--- src/rtl/mem_write_buffer.sv ---
// mem_write_buffer
// Posted-write buffer between the processor memory stage and a slow data
// memory / MMIO port. Writes are captured into an in-order circular FIFO and
// drained one at a time over a req/ack handshake. A per-entry watchdog drops
// a head entry whose target never acknowledges, so the buffer cannot wedge.
//
// Ports:
//   clk, rst            rising-edge clock, synchronous active-high reset
//   mem_write           write strobe, one write captured per high cycle
//   data_adr            write address (sampled with mem_write)
//   write_data          write data (sampled with mem_write)
//   ext_req             head entry valid and presented to the external port
//   ext_addr, ext_wdata head entry address / data
//   ext_ack             external port accepted the head entry this cycle
//   count, full, empty  occupancy status
//   overflow            sticky: a write was dropped because the buffer was full
//   timeout_err         sticky: an entry was dropped by the watchdog
//
// Handshake: an entry transfers at a rising edge where ext_req=1 and
// ext_ack=1. While ext_req=1 the address/data stay stable until that entry
// is retired (accepted or dropped by the watchdog). ext_ack with ext_req=0
// has no effect.
module mem_write_buffer #(
  parameter int DATA_W  = 22,
  parameter int ADDR_W  = 22,
  parameter int DEPTH   = 4,
  parameter int TIMEOUT = 16
) (
  input  logic                     clk,
  input  logic                     rst,
  input  logic                     mem_write,
  input  logic [ADDR_W-1:0]        data_adr,
  input  logic [DATA_W-1:0]        write_data,
  output logic                     ext_req,
  output logic [ADDR_W-1:0]        ext_addr,
  output logic [DATA_W-1:0]        ext_wdata,
  input  logic                     ext_ack,
  output logic [$clog2(DEPTH):0]   count,
  output logic                     full,
  output logic                     empty,
  output logic                     overflow,
  output logic                     timeout_err
);

  localparam int PTR_W = $clog2(DEPTH);
  localparam int CNT_W = PTR_W + 1;
  localparam int WD_W  = $clog2(TIMEOUT) + 1;
  localparam int ENT_W = ADDR_W + DATA_W;

  localparam logic [CNT_W-1:0] FULL_CNT = CNT_W'(DEPTH);
  localparam logic [WD_W-1:0]  WD_LAST  = WD_W'(TIMEOUT - 1);

  typedef enum logic {IDLE, REQ} state_t;

  state_t            state;
  logic [ENT_W-1:0]  mem [DEPTH];
  logic [PTR_W-1:0]  wr_ptr;
  logic [PTR_W-1:0]  rd_ptr;
  logic [WD_W-1:0]   wd_cnt;

  logic              ack_pop;
  logic              wd_drop;
  logic              retire;
  logic              push;
  logic [CNT_W-1:0]  count_next;

  // Head entry drives the external port directly; the slot cannot be
  // overwritten while occupied, so the outputs are stable during REQ.
  assign ext_addr  = mem[rd_ptr][ENT_W-1:DATA_W];
  assign ext_wdata = mem[rd_ptr][DATA_W-1:0];
  assign full      = (count == FULL_CNT);
  assign empty     = (count == '0);

  always_comb begin
    ack_pop    = 1'b0;
    wd_drop    = 1'b0;
    retire     = 1'b0;
    push       = 1'b0;
    count_next = count;
    ack_pop    = (state == REQ) && ext_ack;
    // Ack in the final watchdog cycle wins over the drop.
    wd_drop    = (state == REQ) && !ext_ack && (wd_cnt == WD_LAST);
    retire     = ack_pop || wd_drop;
    // A retirement at the same edge frees the slot, so a full buffer can
    // still accept a write (the tail slot equals the retiring head slot).
    push       = mem_write && (!full || retire);
    if (push && !retire) begin
      count_next = count + CNT_W'(1);
    end else if (!push && retire) begin
      count_next = count - CNT_W'(1);
    end
  end

  always_ff @(posedge clk) begin
    if (rst) begin
      state       <= IDLE;
      ext_req     <= 1'b0;
      wr_ptr      <= '0;
      rd_ptr      <= '0;
      count       <= '0;
      wd_cnt      <= '0;
      overflow    <= 1'b0;
      timeout_err <= 1'b0;
      for (int i = 0; i < DEPTH; i++) begin
        mem[i] <= '0;
      end
    end else begin
      if (push) begin
        mem[wr_ptr] <= {data_adr, write_data};
        wr_ptr      <= wr_ptr + PTR_W'(1);
      end
      if (retire) begin
        rd_ptr <= rd_ptr + PTR_W'(1);
      end
      count <= count_next;
      if (mem_write && !push) begin
        overflow <= 1'b1;
      end
      if (wd_drop) begin
        timeout_err <= 1'b1;
      end
      // Counter restarts for every new head entry; IDLE holds it at zero so
      // entering REQ always begins a fresh window.
      if (state == REQ && !retire) begin
        wd_cnt <= wd_cnt + WD_W'(1);
      end else begin
        wd_cnt <= '0;
      end
      if (count_next != '0) begin
        state   <= REQ;
        ext_req <= 1'b1;
      end else begin
        state   <= IDLE;
        ext_req <= 1'b0;
      end
    end
  end

endmodule

--- config.mk ---
export PLATFORM = sky130hd
export DESIGN_NAME = mem_write_buffer
export DESIGN_NICKNAME = d
export VERILOG_FILES = /design/src/rtl/mem_write_buffer.sv
export SDC_FILE = /design/constraint.sdc
export NUM_CORES = 1
export LEC_CHECK = 0
export ABC_AREA = 1
export CAP_MARGIN = 20
export CORE_MARGIN = 2
export CORE_UTILIZATION = 60
export CTS_BUF_LIST = sky130_fd_sc_hd__clkbuf_8
export CTS_CLUSTER_DIAMETER = 40
export CTS_CLUSTER_SIZE = 25
export DETAILED_ROUTE_END_ITERATION = 16
export PLACE_DENSITY_LB_ADDON = 0.2
export RECOVER_POWER = 100
export SYNTH_ARGS = -nofsm -noshare
export SYNTH_HDL_FRONTEND = slang
export SYNTH_SLANG_ARGS = --single-unit
--- constraint.sdc ---
create_clock -name clk -period 11 [get_ports clk]
set_input_delay 3.3 -clock clk [delete_from_list [all_inputs] [get_ports clk]]
set_output_delay 3.3 -clock clk [all_outputs]
set_load 0.005 [all_outputs]
# [Yosys cells after proc, flatten, opt, wreduce, memory -nomap -nowiden]
# Memories as Yosys holds them, arrays and structs flattened. A register that Yosys moved wholly into a read port is not among the register bits.
# Index checks and enable logic that the tools add are counted.
[classes] n_addsub=5 multipliers=0 n_shift=0 n_mux=13 n_eq_ne=2 order_cmp=0 bitwise=1 div=0 reduce_logical=18
[op_table] op="two-way mux 44 bit" count=1
[op_table] op="OR reduction 44 bit" count=1
[op_table] op="logical AND 1 bit" count=8
[op_table] op="two-way mux 1 bit" count=7
[op_table] op="two-way mux 2 bit" count=3
[op_table] op="two-way mux 3 bit" count=2
[op_table] op="adder 5 x 1 -> 5 bit (second input constant)" count=1
[op_table] op="== test 5 x 4 -> 1 bit (second input constant)" count=1
[op_table] op="adder 2 x 1 -> 2 bit (second input constant)" count=2
[op_table] op="zero test 1 bit" count=4
[op_table] op="adder 3 x 1 -> 3 bit (second input constant)" count=1
[op_table] op="== test 3 bit (second input constant)" count=1
[op_table] op="zero test 3 bit" count=1
[op_table] op="nonzero test 3 bit" count=1
[op_table] op="subtractor 3 x 1 -> 3 bit (second input constant)" count=1
[op_table] op="logical OR 1 bit" count=2
[op_table] op="OR reduction 2 bit" count=1
[op_table] op="NOT 1 bit" count=1
[totals] register_bits=15 output_inout_bits=52 mem_bits_ro=0 inputBits=48 latch_bits=0 word_cells=47 ram_bits=176 mem_count=1
[memory_table] name="mem" words=4 width=44 read_ports=1 rd_ports_with_merged_regs=1 wr=4 line_no="56" rtl="logic [ENT_W-1:0] mem [DEPTH];"

# [Logic depth before layout (Yosys ltp)]
# Gate-level depths: netlist (run 1).
[depth] word_depth=12 mapped_depth=13 ltp_nobuf=13

# [Least setup slack after synthesis (run 1)]
# OpenSTA, ideal clock, no wires.
[synth_path] path_type="input port to flip-flop" start="in ext_ack" end="mem mem[0][0] (netlist name) (enable)" t_required_ps=10494 arrival_time_ps=7097 setup_ps=506 n_path_buf=0 path_stages=8 setup_slack_ps=3397 path_cell_list="inv_1 > nand2_1 > nand2_1 > nand2_2 > nand2_4 > nor2_8 > nand2_4 > o21ai_0"
[synth_rtl] element="start: declaration" line_no="37" rtl="input logic ext_ack,"
[synth_rtl] element="end: declaration" line_no="56"

==> reports/metrics.yaml, run 1 <==
grt_pass1_wl_um: 30300
crit_required_ps: 7700
dieArea_mm2: 0.0156
nets: 908
ys_types: 27
cts_tree: "done"
num-fill-cells: 1130
end_kind: "primary output"
dr.pass1.iters: 5
status: "finished, violations left"
fin_skew_ps: 12.3
num_vias: 6088
synth-seq-area-share_pct: 64.2
max-vdd-ir-drop_v: 0.000122
setup.worst_path.class: "flop to primary output"
yosysWarnings: 0
cts_resized: 0
worst_slew_pin_slew_ps: 3670
setup_slack_ps: 2800
ys_ff_latch: 193
clkPwrFrac_pct: 28.0
synthCells: 777
hold_class: "flop to flop"
drt-total-wl_um: 19000
power_switching_mw: 0.433
static-leakage-power_nw: 3.86
fmax_ghz: 0.122
rsz0062_at_grt: "false"
syn_to_final_growth_pct: 10.9
cts_max_path_buffers: 2
core_area_mm2: 0.0144
violations: "max-capacitance violations, max-slew violations"
swShare_pct: 26.6
cts_hold_buffers: 0
post-cts-setup-buffers: 0
max_slew_margin_pct: -145
drt-initial-drc-count: 564
antenna_cells: 0
power_frac_seq_pct: 53.8
route.detailed.drc: 0
portBuffers: 99
avgSynthCellArea_um2: 11.3
post_drt_wl_per_cell_um: 18.1
clkTransAtPathRegs_ps: 90
grt-ovfl-total: 0
dp_hpwl_um: 10700
vias_per_cell: 5.79
synth_nets: 830
die_h_um: 125
final-setup-viol-count: 0
rows: 44
io_pins: 100
period_needed_ps: 8200
postRouteAntennaNets: 0
numCtsBuffers: 17
final_max_slew_viol_count: 254
synthesis.area_mm2: 0.00876
finalCritPeriodShare_pct: 74.5
gp_congestion: 0.766
hold_viol: 0
die_w_um: 125
cts-root-buf: "clkbuf_8"
power.internal_mw: 1.19
combPwrFrac_pct: 18.2
pre_cts_slack_ps: 4800
cp.arrival_ps: 4900
cts_sinks: 193
p_per_area_mw_per_mm2: 168
antenna_found_initial: 0
drive_gt1_share_pct: 5.30
grt_max_degree: 89
critPathLaunchType: "flop"
clkLatencyLatePin_ps: 470
critical_path.max_fanout: 88
grt_pass1_vias: 6084
tns_ps: 0
max-cap-violations: 7
initial_core_util_pct: 60.7
grt_usage_pct: 25.0
cts-htree-levels: 4
registers in the layout (all words and copies together), names as in the netlist, named ones only:
signal,count
state,1
wr_ptr,2
overflow,1
timeout_err,1
wd_cnt,5
count,3
mem,176
rd_ptr,2
critical path, cell delays in order (launching register included):
cell and delay [ps]:
dfxtp_2 340, clkbuf_1 2560, o21ai_0 490, o22ai_1 390, dlygate4sd3_1 610
power by group through the flow:
stage               Combinational, mW  Clock (mW)  Sequential [mW]
detailed placement              0.330           0            0.892
global route                    0.326       0.484            0.880
CTS                             0.331       0.459            0.875
global placement                0.323           0            0.889
floorplan                       0.177           0            0.885
finish                          0.297       0.456            0.875
placed cells by master, fill, tap and decap left out, drive strengths merged:
master,synthesis,layout
nor2,188,188
edfxtp,176,176
o21ai,96,96
inv,69,71
nand2,66,66
dlygate4sd3,0,52
clkdlybuf4s50,0,47
nor3,45,45
o22ai,44,44
clkbuf,36,21
dfxtp,17,17
nand3,11,11
clkinv,1,9
ha,5,5
buf,13,5
a21oi,4,4
bufinv,0,3
o21a,2,2
clkinvlp,0,2
o31ai,1,1
o21bai,1,1
nor3b,1,1
xor2,1,1
area by class of cell:
type	instances	area [um2]	area share [%]
flip-flops and latches	193	5630	58.0
multi-input cells	465	2160	22.2
repair buffers	108	1040	10.7
inverters	70	263	2.71
clock buffers	17	234	2.41
well taps	184	230	2.37
clock inverters	15	150	1.55
synth_stat cells, drive strengths merged:
cell	n	area share, %
a21oi	4	0.23
buf	13	1.6
clkbuf	36	1.5
clkinv	1	0.043
dfxtp	17	3.9
edfxtp	176	60
ha	5	0.71
inv	69	3.0
nand2	66	5.8
nand3	11	0.63
nor2	188	8.2
nor3	45	4.9
nor3b	1	0.086
o21a	2	0.17
o21ai	96	5.5
o21bai	1	0.086
o22ai	44	3.1
o31ai	1	0.086
xor2	1	0.10
kinds of logic (layout without fill, tap and decap cells):
kind of cell / count (synthesis) / after routing / synth area share (%)
AO/OA/AOI/OAI: 148 / 148 / 9.20
AND/OR/NAND/NOR: 311 / 311 / 19.6
flip-flops: 193 / 193 / 64.2
adder cells (fa/ha/maj): 5 / 5 / 0.714
buffers and inverters: 119 / 210 / 6.14
XOR/XNOR: 1 / 1 / 0.100
per-stage QoR:
| stage | utilization, % | instance area [um2] | cells | power (mW) | hold slack [ps] |
|---|---|---|---|---|---|
| floorplan | - | 8760 | 777 | 1.06 | 418 |
| global placement | 68.1 | 9830 | 1020 | 1.21 | 430 |
| detailed placement | 68.1 | 9830 | 1020 | 1.22 | 460 |
| CTS | 70.8 | 10200 | 1052 | 1.67 | 478 |
| global route | 67.3 | 9710 | 1052 | 1.69 | 509 |
| finish | 67.3 | 9710 | 1052 | 1.63 | 471 |
routing by layer:
metal / vias to the layer above / routed length, um / global-route usage (%)
li1: 2823 / - / -
met5: - / 0 / 0
met1: 2996 / 7850 / 31.5
met4: 0 / 414 / 9.48
met2: 229 / 9560 / 42.8
met3: 40 / 1170 / 5.03
path summary, 6_finish.rpt:
| kind | start | endpoint | slack (ps) | cells past startpoint |
|---|---|---|---|---|
| setup / recovery | flop | ext_addr[7] | 2800 | 4 |
| hold / removal | rd_ptr[1] | flop | 470 | 2 |
| setup reg to reg | wr_ptr[1] | mem[2][37] | 5630 | 5 |
| hold reg to reg | rd_ptr[1] | flop | 470 | 2 |
Note: power is estimated with default switching activity, not from simulation.
==> run 2: changes to the inputs <==
--- a/config.mk
+++ b/config.mk
@@ -8,7 +8,7 @@
 export ABC_AREA = 1
 export CAP_MARGIN = 20
 export CORE_MARGIN = 2
-export CORE_UTILIZATION = 60
+export CORE_UTILIZATION = 53
 export CTS_BUF_LIST = sky130_fd_sc_hd__clkbuf_8
 export CTS_CLUSTER_DIAMETER = 40
 export CTS_CLUSTER_SIZE = 25
==> constraint.sdc (replaced) <==
create_clock -name clk -period 6.7 [get_ports clk]
set_input_delay 2.01 -clock clk [delete_from_list [all_inputs] [get_ports clk]]
set_output_delay 2.01 -clock clk [all_outputs]
set_load 0.005 [all_outputs]
==> run 2 against run 1 <==
  * Non-clock buffer count is 3 higher
  * The flow still finishes with violations (max-capacitance violations, max-slew violations)
  * Sequential share of layout area is 0.43 points lower
  * Die area is 13% higher
  * Highest routed layer unchanged
  * First-iteration DRC count is 14% lower
  * Via count is 1.0% lower
==> reports/metrics.yaml, run 2 (synthesis gave the netlist of run 1 again) <==
status: "finished, violations left"
violations: "max-capacitance violations, max-slew violations"
grt_max_degree: 90
antenna_cells: 0
static-leakage-power_nw: 3.85
die_w_um: 133
worst_slew_pin_slew_ps: 2980
hold_class: "flop to flop"
clkPwrFrac_pct: 26.9
grt_pass1_vias: 6204
end_kind: "flop"
grt_usage_pct: 23.4
critPathLaunchType: "input port"
cts_hold_buffers: 0
rows: 47
r2r-start: "wr_ptr[1]"
crit_required_ps: 6830
grt-ovfl-total: 0
fin_skew_ps: 10.3
crit_slowest_cell: "o21ai_1"
drive_gt1_share_pct: 5.40
num_vias: 6027
max-cap-violations: 3
cts-root-buf: "clkbuf_8"
finalCritPeriodShare_pct: 86.7
fmax_ghz: 0.172
setup.worst_path.class: "input port to flop"
hold_viol: 0
grt_pass1_wl_um: 31800
whs_path_depth: 1
final_common_cell: "nor2_1"
gp_congestion: 0.766
io_pins: 100
biggestRegsByFlops: "mem (176), wd_cnt (5), count (3)"
dieArea_mm2: 0.0176
cts_sinks: 193
antenna_found_initial: 0
dr.pass1.iters: 5
drt-initial-drc-count: 485
post-cts-setup-buffers: 0
max-vdd-ir-drop_v: 0.000142
drt-total-wl_um: 20100
startpoint: "ext_ack"
p_per_area_mw_per_mm2: 270
cts_max_path_buffers: 2
path_common_cell: "nand2_1"
final_max_slew_viol_count: 81
tns_ps: 0
dp_hpwl_um: 11500
core_area_mm2: 0.0163
power_switching_mw: 0.719
clkLatencyLatePin_ps: 470
syn_to_final_growth_pct: 11.7
endpoint: "mem[2][0]"
initial_core_util_pct: 53.6
swShare_pct: 27.2
reg2reg_depth: 5
final-setup-viol-count: 0
power_frac_seq_pct: 55.5
die_h_um: 133
combPwrFrac_pct: 17.6
rsz0062_at_grt: "false"
crit_chain: "dlygate4sd3_1 > inv_1 > nand2_1 > nand2_1 > nand2_2 > nand2_1 > o21ai_1 > buf_4"
final_cell_mix: "nor2_1, edfxtp_1, o21ai_0"
route.detailed.drc: 0
max_slew_margin_pct: -100
period_needed_ps: 5810
critical_path.max_fanout: 27
cts-htree-levels: 4
timing.rr.end: "mem[2][0]"
power.internal_mw: 1.92
clkTransAtPathRegs_ps: 90
cts_resized: 0
portBuffers: 99
finalNonFillerCells: 1091
cts_tree: "done"
numCtsBuffers: 17
r2r_slack_ps: 1820
post_drt_wl_per_cell_um: 18.5
vias_per_cell: 5.52
dp_cells: 1058
cp.arrival_ps: 5950
top_register: "mem"
nets: 911
largest_reg_flops: 176
postRouteAntennaNets: 0
slowest_delay_ps: 2270
==> run 2: how the worst min path moves through the flow <==
stage / from / endpoint / slack (ps)
floorplan: wd_cnt[0] / wd_cnt[0] / 420
global placement: wd_cnt[0] / wd_cnt[0] / 430
finish: wd_cnt[0] / wd_cnt[0] / 460
global route: wd_cnt[0] / wd_cnt[0] / 480
CTS: wd_cnt[0] / wd_cnt[0] / 470
detailed placement: wd_cnt[0] / wd_cnt[0] / 450
==> run 2: layer usage <==
layer	vias up	GRT usage, %	wire length [um]
li1	2826	-	-
met1	2961	28.8	8310
met2	215	41.5	10400
met3	25	4.48	1110
met4	0	7.83	289
met5	-	0	0
==> run 2: critical path: cells and delay by family <==
kind / cells / cell delay, ps
AOI/OAI and AO/OA: 1 / 2270
buffers and inverters: 3 / 1210
and+or+nand+nor: 4 / 430
==> run 2: through the flow <==
| stage | utilization, % | power, mW | cell area, um2 | hold slack [ps] | setup slack [ps] |
|---|---|---|---|---|---|
| after global routing | 59.9 | 2.75 | 9790 | 481 | 781 |
| final | 59.9 | 2.64 | 9790 | 463 | 888 |
| after global placement | 60.5 | 2.00 | 9880 | 428 | 1850 |
| after floorplan | - | 1.74 | 8760 | 418 | 387 |
| after detailed placement | 60.6 | 2.02 | 9910 | 455 | 1770 |
| after CTS | 62.8 | 2.71 | 10300 | 467 | 1310 |
==> run 2: cell type report <==
type / instances / area [um2]
Fill cell: 1438 / 6560
Sequential cell: 193 / 5630
Multi-Input combinational cell: 465 / 2180
Timing Repair Buffer: 111 / 1070
Tap cell: 220 / 275
Inverter: 70 / 263
Clock buffer: 17 / 234
Clock inverter: 15 / 129
==> run 2: power groups by stage <==
stage               clock network (mW)  registers (mW)  logic, mW
floorplan                            0            1.45      0.291
global placement                     0            1.49      0.507
detailed placement                   0            1.50      0.521
CTS                              0.714            1.47      0.524
global route                     0.761            1.48      0.508
finish                           0.710            1.47      0.465
==> run 3: changes to the inputs <==
--- a/config.mk
+++ b/config.mk
@@ -10,7 +10,7 @@
 export CORE_MARGIN = 2
 export CORE_UTILIZATION = 53
 export CTS_BUF_LIST = sky130_fd_sc_hd__clkbuf_8
-export CTS_CLUSTER_DIAMETER = 40
+export CTS_CLUSTER_DIAMETER = 200
 export CTS_CLUSTER_SIZE = 25
 export DETAILED_ROUTE_END_ITERATION = 16
 export PLACE_DENSITY_LB_ADDON = 0.2
==> constraint.sdc (replaced) <==
create_clock -name clk -period 6.7 [get_ports clk]
set_input_delay 2.01 -clock clk [delete_from_list [all_inputs] [get_ports clk]]
set_output_delay 2.01 -clock clk [all_outputs]
set_load 0.01 [all_outputs]
==> run 3 against run 2 <==
  * The run still ends with max-capacitance violations, max-slew violations left
  * Sequential power barely moved
  * Sequential share of layout area shrank 0.94 points
  * Clock skew fell by 0.62 ps
  * Global-route usage is 0.36 points lower
  * Sequential cell count did not move
==> reports/metrics.yaml, run 3 (synthesis gave the netlist of run 1 again) <==
status: "finished, violations left"
violations: "max-capacitance violations, max-slew violations"
power_switching_mw: 0.731
syn_to_final_growth_pct: 13.6
cts_sinks: 193
slowest_delay_ps: 1840
dr.pass1.iters: 5
die_w_um: 133
crit_slowest_cell: "o21ai_0"
top_register: "mem"
max-cap-violations: 5
final-setup-viol-count: 0
combPwrFrac_pct: 17.9
tns_ps: 0
antenna_cells: 0
crit_buf_inv: 3
cp.arrival_ps: 5800
critPathLaunchType: "input port"
dieArea_mm2: 0.0176
power_mw: 2.77
route.detailed.drc: 0
crit_required_ps: 6770
post_drt_wl_per_cell_um: 18.0
post-route-util_pct: 60.9
drive_gt1_share_pct: 6.77
clkPwrFrac_pct: 29.1
path_common_cell: "nand2_1"
largest_reg_flops: 176
static-leakage-power_nw: 3.99
swShare_pct: 26.4
cts_max_path_buffers: 2
p_per_area_mw_per_mm2: 278
num-fill-cells: 1388
timing.rr.end: "mem[2][25]"
max_slew_margin_pct: -79.2
power.internal_mw: 2.03
cts_tree: "done"
final_cell_mix: "nor2_1, edfxtp_1, o21ai_0"
cts_resized: 0
core_area_mm2: 0.0163
end_kind: "flop"
biggestRegsByFlops: "mem (176), wd_cnt (5), count (3)"
dp_hpwl_um: 11100
hold_viol: 0
clkLatencyLatePin_ps: 450
critical_path.max_fanout: 17
max-vdd-ir-drop_v: 0.000155
multi_input_area_mm2: 0.00225
cts-root-buf: "clkbuf_8"
vias_per_cell: 5.47
crit_family: "compound AO/OA/AOI/OAI gates"
drt-initial-drc-count: 526
fin_skew_ps: 9.64
drt-total-wl_um: 19700
crit_chain: "dlygate4sd3_1 > inv_1 > nand2_1 > nand2_1 > nand2_1 > nand2_1 > o21ai_0 > clkbuf_1"
worst_slew_pin_slew_ps: 2690
rsz0062_at_grt: "false"
power_frac_seq_pct: 53.0
r2r_slack_ps: 1860
rows: 47
regArea_mm2: 0.00563
post-cts-setup-buffers: 0
numCtsBuffers: 17
final_max_slew_viol_count: 108
postRouteAntennaNets: 0
grt-ovfl-total: 0
grt_pass1_wl_um: 31400
whs_path_depth: 1
setup.worst_path.class: "input port to flop"
r2r-start: "wr_ptr[1]"
nets: 911
final_common_cell: "nor2_1"
clkTransAtPathRegs_ps: 90
min_to: "wd_cnt[0]"
hold_start: "wd_cnt[0]"
die_h_um: 133
gp_congestion: 0.739
reg2reg_depth: 5
fmax_ghz: 0.174
initial_core_util_pct: 53.6
num_vias: 5971
grt_pass1_vias: 6114
grt_max_degree: 90
cts-htree-levels: 4
period_needed_ps: 5730
antenna_found_initial: 0
portBuffers: 99
io_pins: 100
cts_hold_buffers: 0
hold_class: "flop to flop"
grt_usage_pct: 23.0
finalCritPeriodShare_pct: 85.5
-- run 3: changes by cell type in the layout (fill, tap and decap cells not counted), sizes merged --
cell,previous run,this run
bufinv,2,4
clkdlybuf4s50,50,48
inv,73,76
clkinvlp,4,0
dlygate4sd3,49,51
clkinv,6,2
clkbuf,23,26
-- run 3: metrics by stage --
step	hold slack [ps]	cell area [um2]	cells	setup WS [ps]
floorplan	418	8760	777	384
global placement	428	9880	1056	2030
detailed placement	455	9880	1056	1990
CTS	475	10300	1088	1480
global route	495	9950	1091	673
finish	467	9950	1091	968
-- run 3: per-layer routing --
metal | GRT usage, % | vias to the layer above | part of all wire [%]
met5 | 0 | - | 0
met4 | 7.53 | 0 | 1.4
met3 | 4.37 | 21 | 5.8
met2 | 40.0 | 200 | 51
met1 | 29.2 | 2924 | 42
li1 | - | 2826 | -
-- run 3: how the worst max path moves through the flow --
stage	cells after the start	start	end	slack, ps
floorplan	8	ext_ack	mem[0][0]	380
global placement	5	flop	ext_addr[5]	2030
detailed placement	5	flop	ext_wdata[10]	1990
CTS	5	flop	ext_wdata[10]	1480
global route	8	ext_ack	mem[2][16]	670
finish	8	ext_ack	mem[2][25]	970
-- run 3: power by group through the flow --
stage / clock network, mW / logic (mW) / registers, mW
floorplan: 0 / 0.317 / 1.45
global placement: 0 / 0.532 / 1.49
detailed placement: 0 / 0.543 / 1.50
CTS: 0.809 / 0.545 / 1.47
global route: 0.856 / 0.544 / 1.48
finish: 0.805 / 0.494 / 1.47
-- run 3: cell type report --
type | instances | share of cell area [%]
flip-flops and latches | 193 | 56.6
multi-input cells | 465 | 22.6
repair buffers | 111 | 11.1
clock buffers | 20 | 2.77
well taps | 220 | 2.77
inverters | 70 | 2.64
clock inverters | 12 | 1.53
-- run 3: worst register-to-register path: stages, from the launching register on --
cell and delay [ps]:
dfxtp_4 790, inv_1 180, nor2_1 220, inv_2 420, o21ai_0 1950, clkbuf_1 900
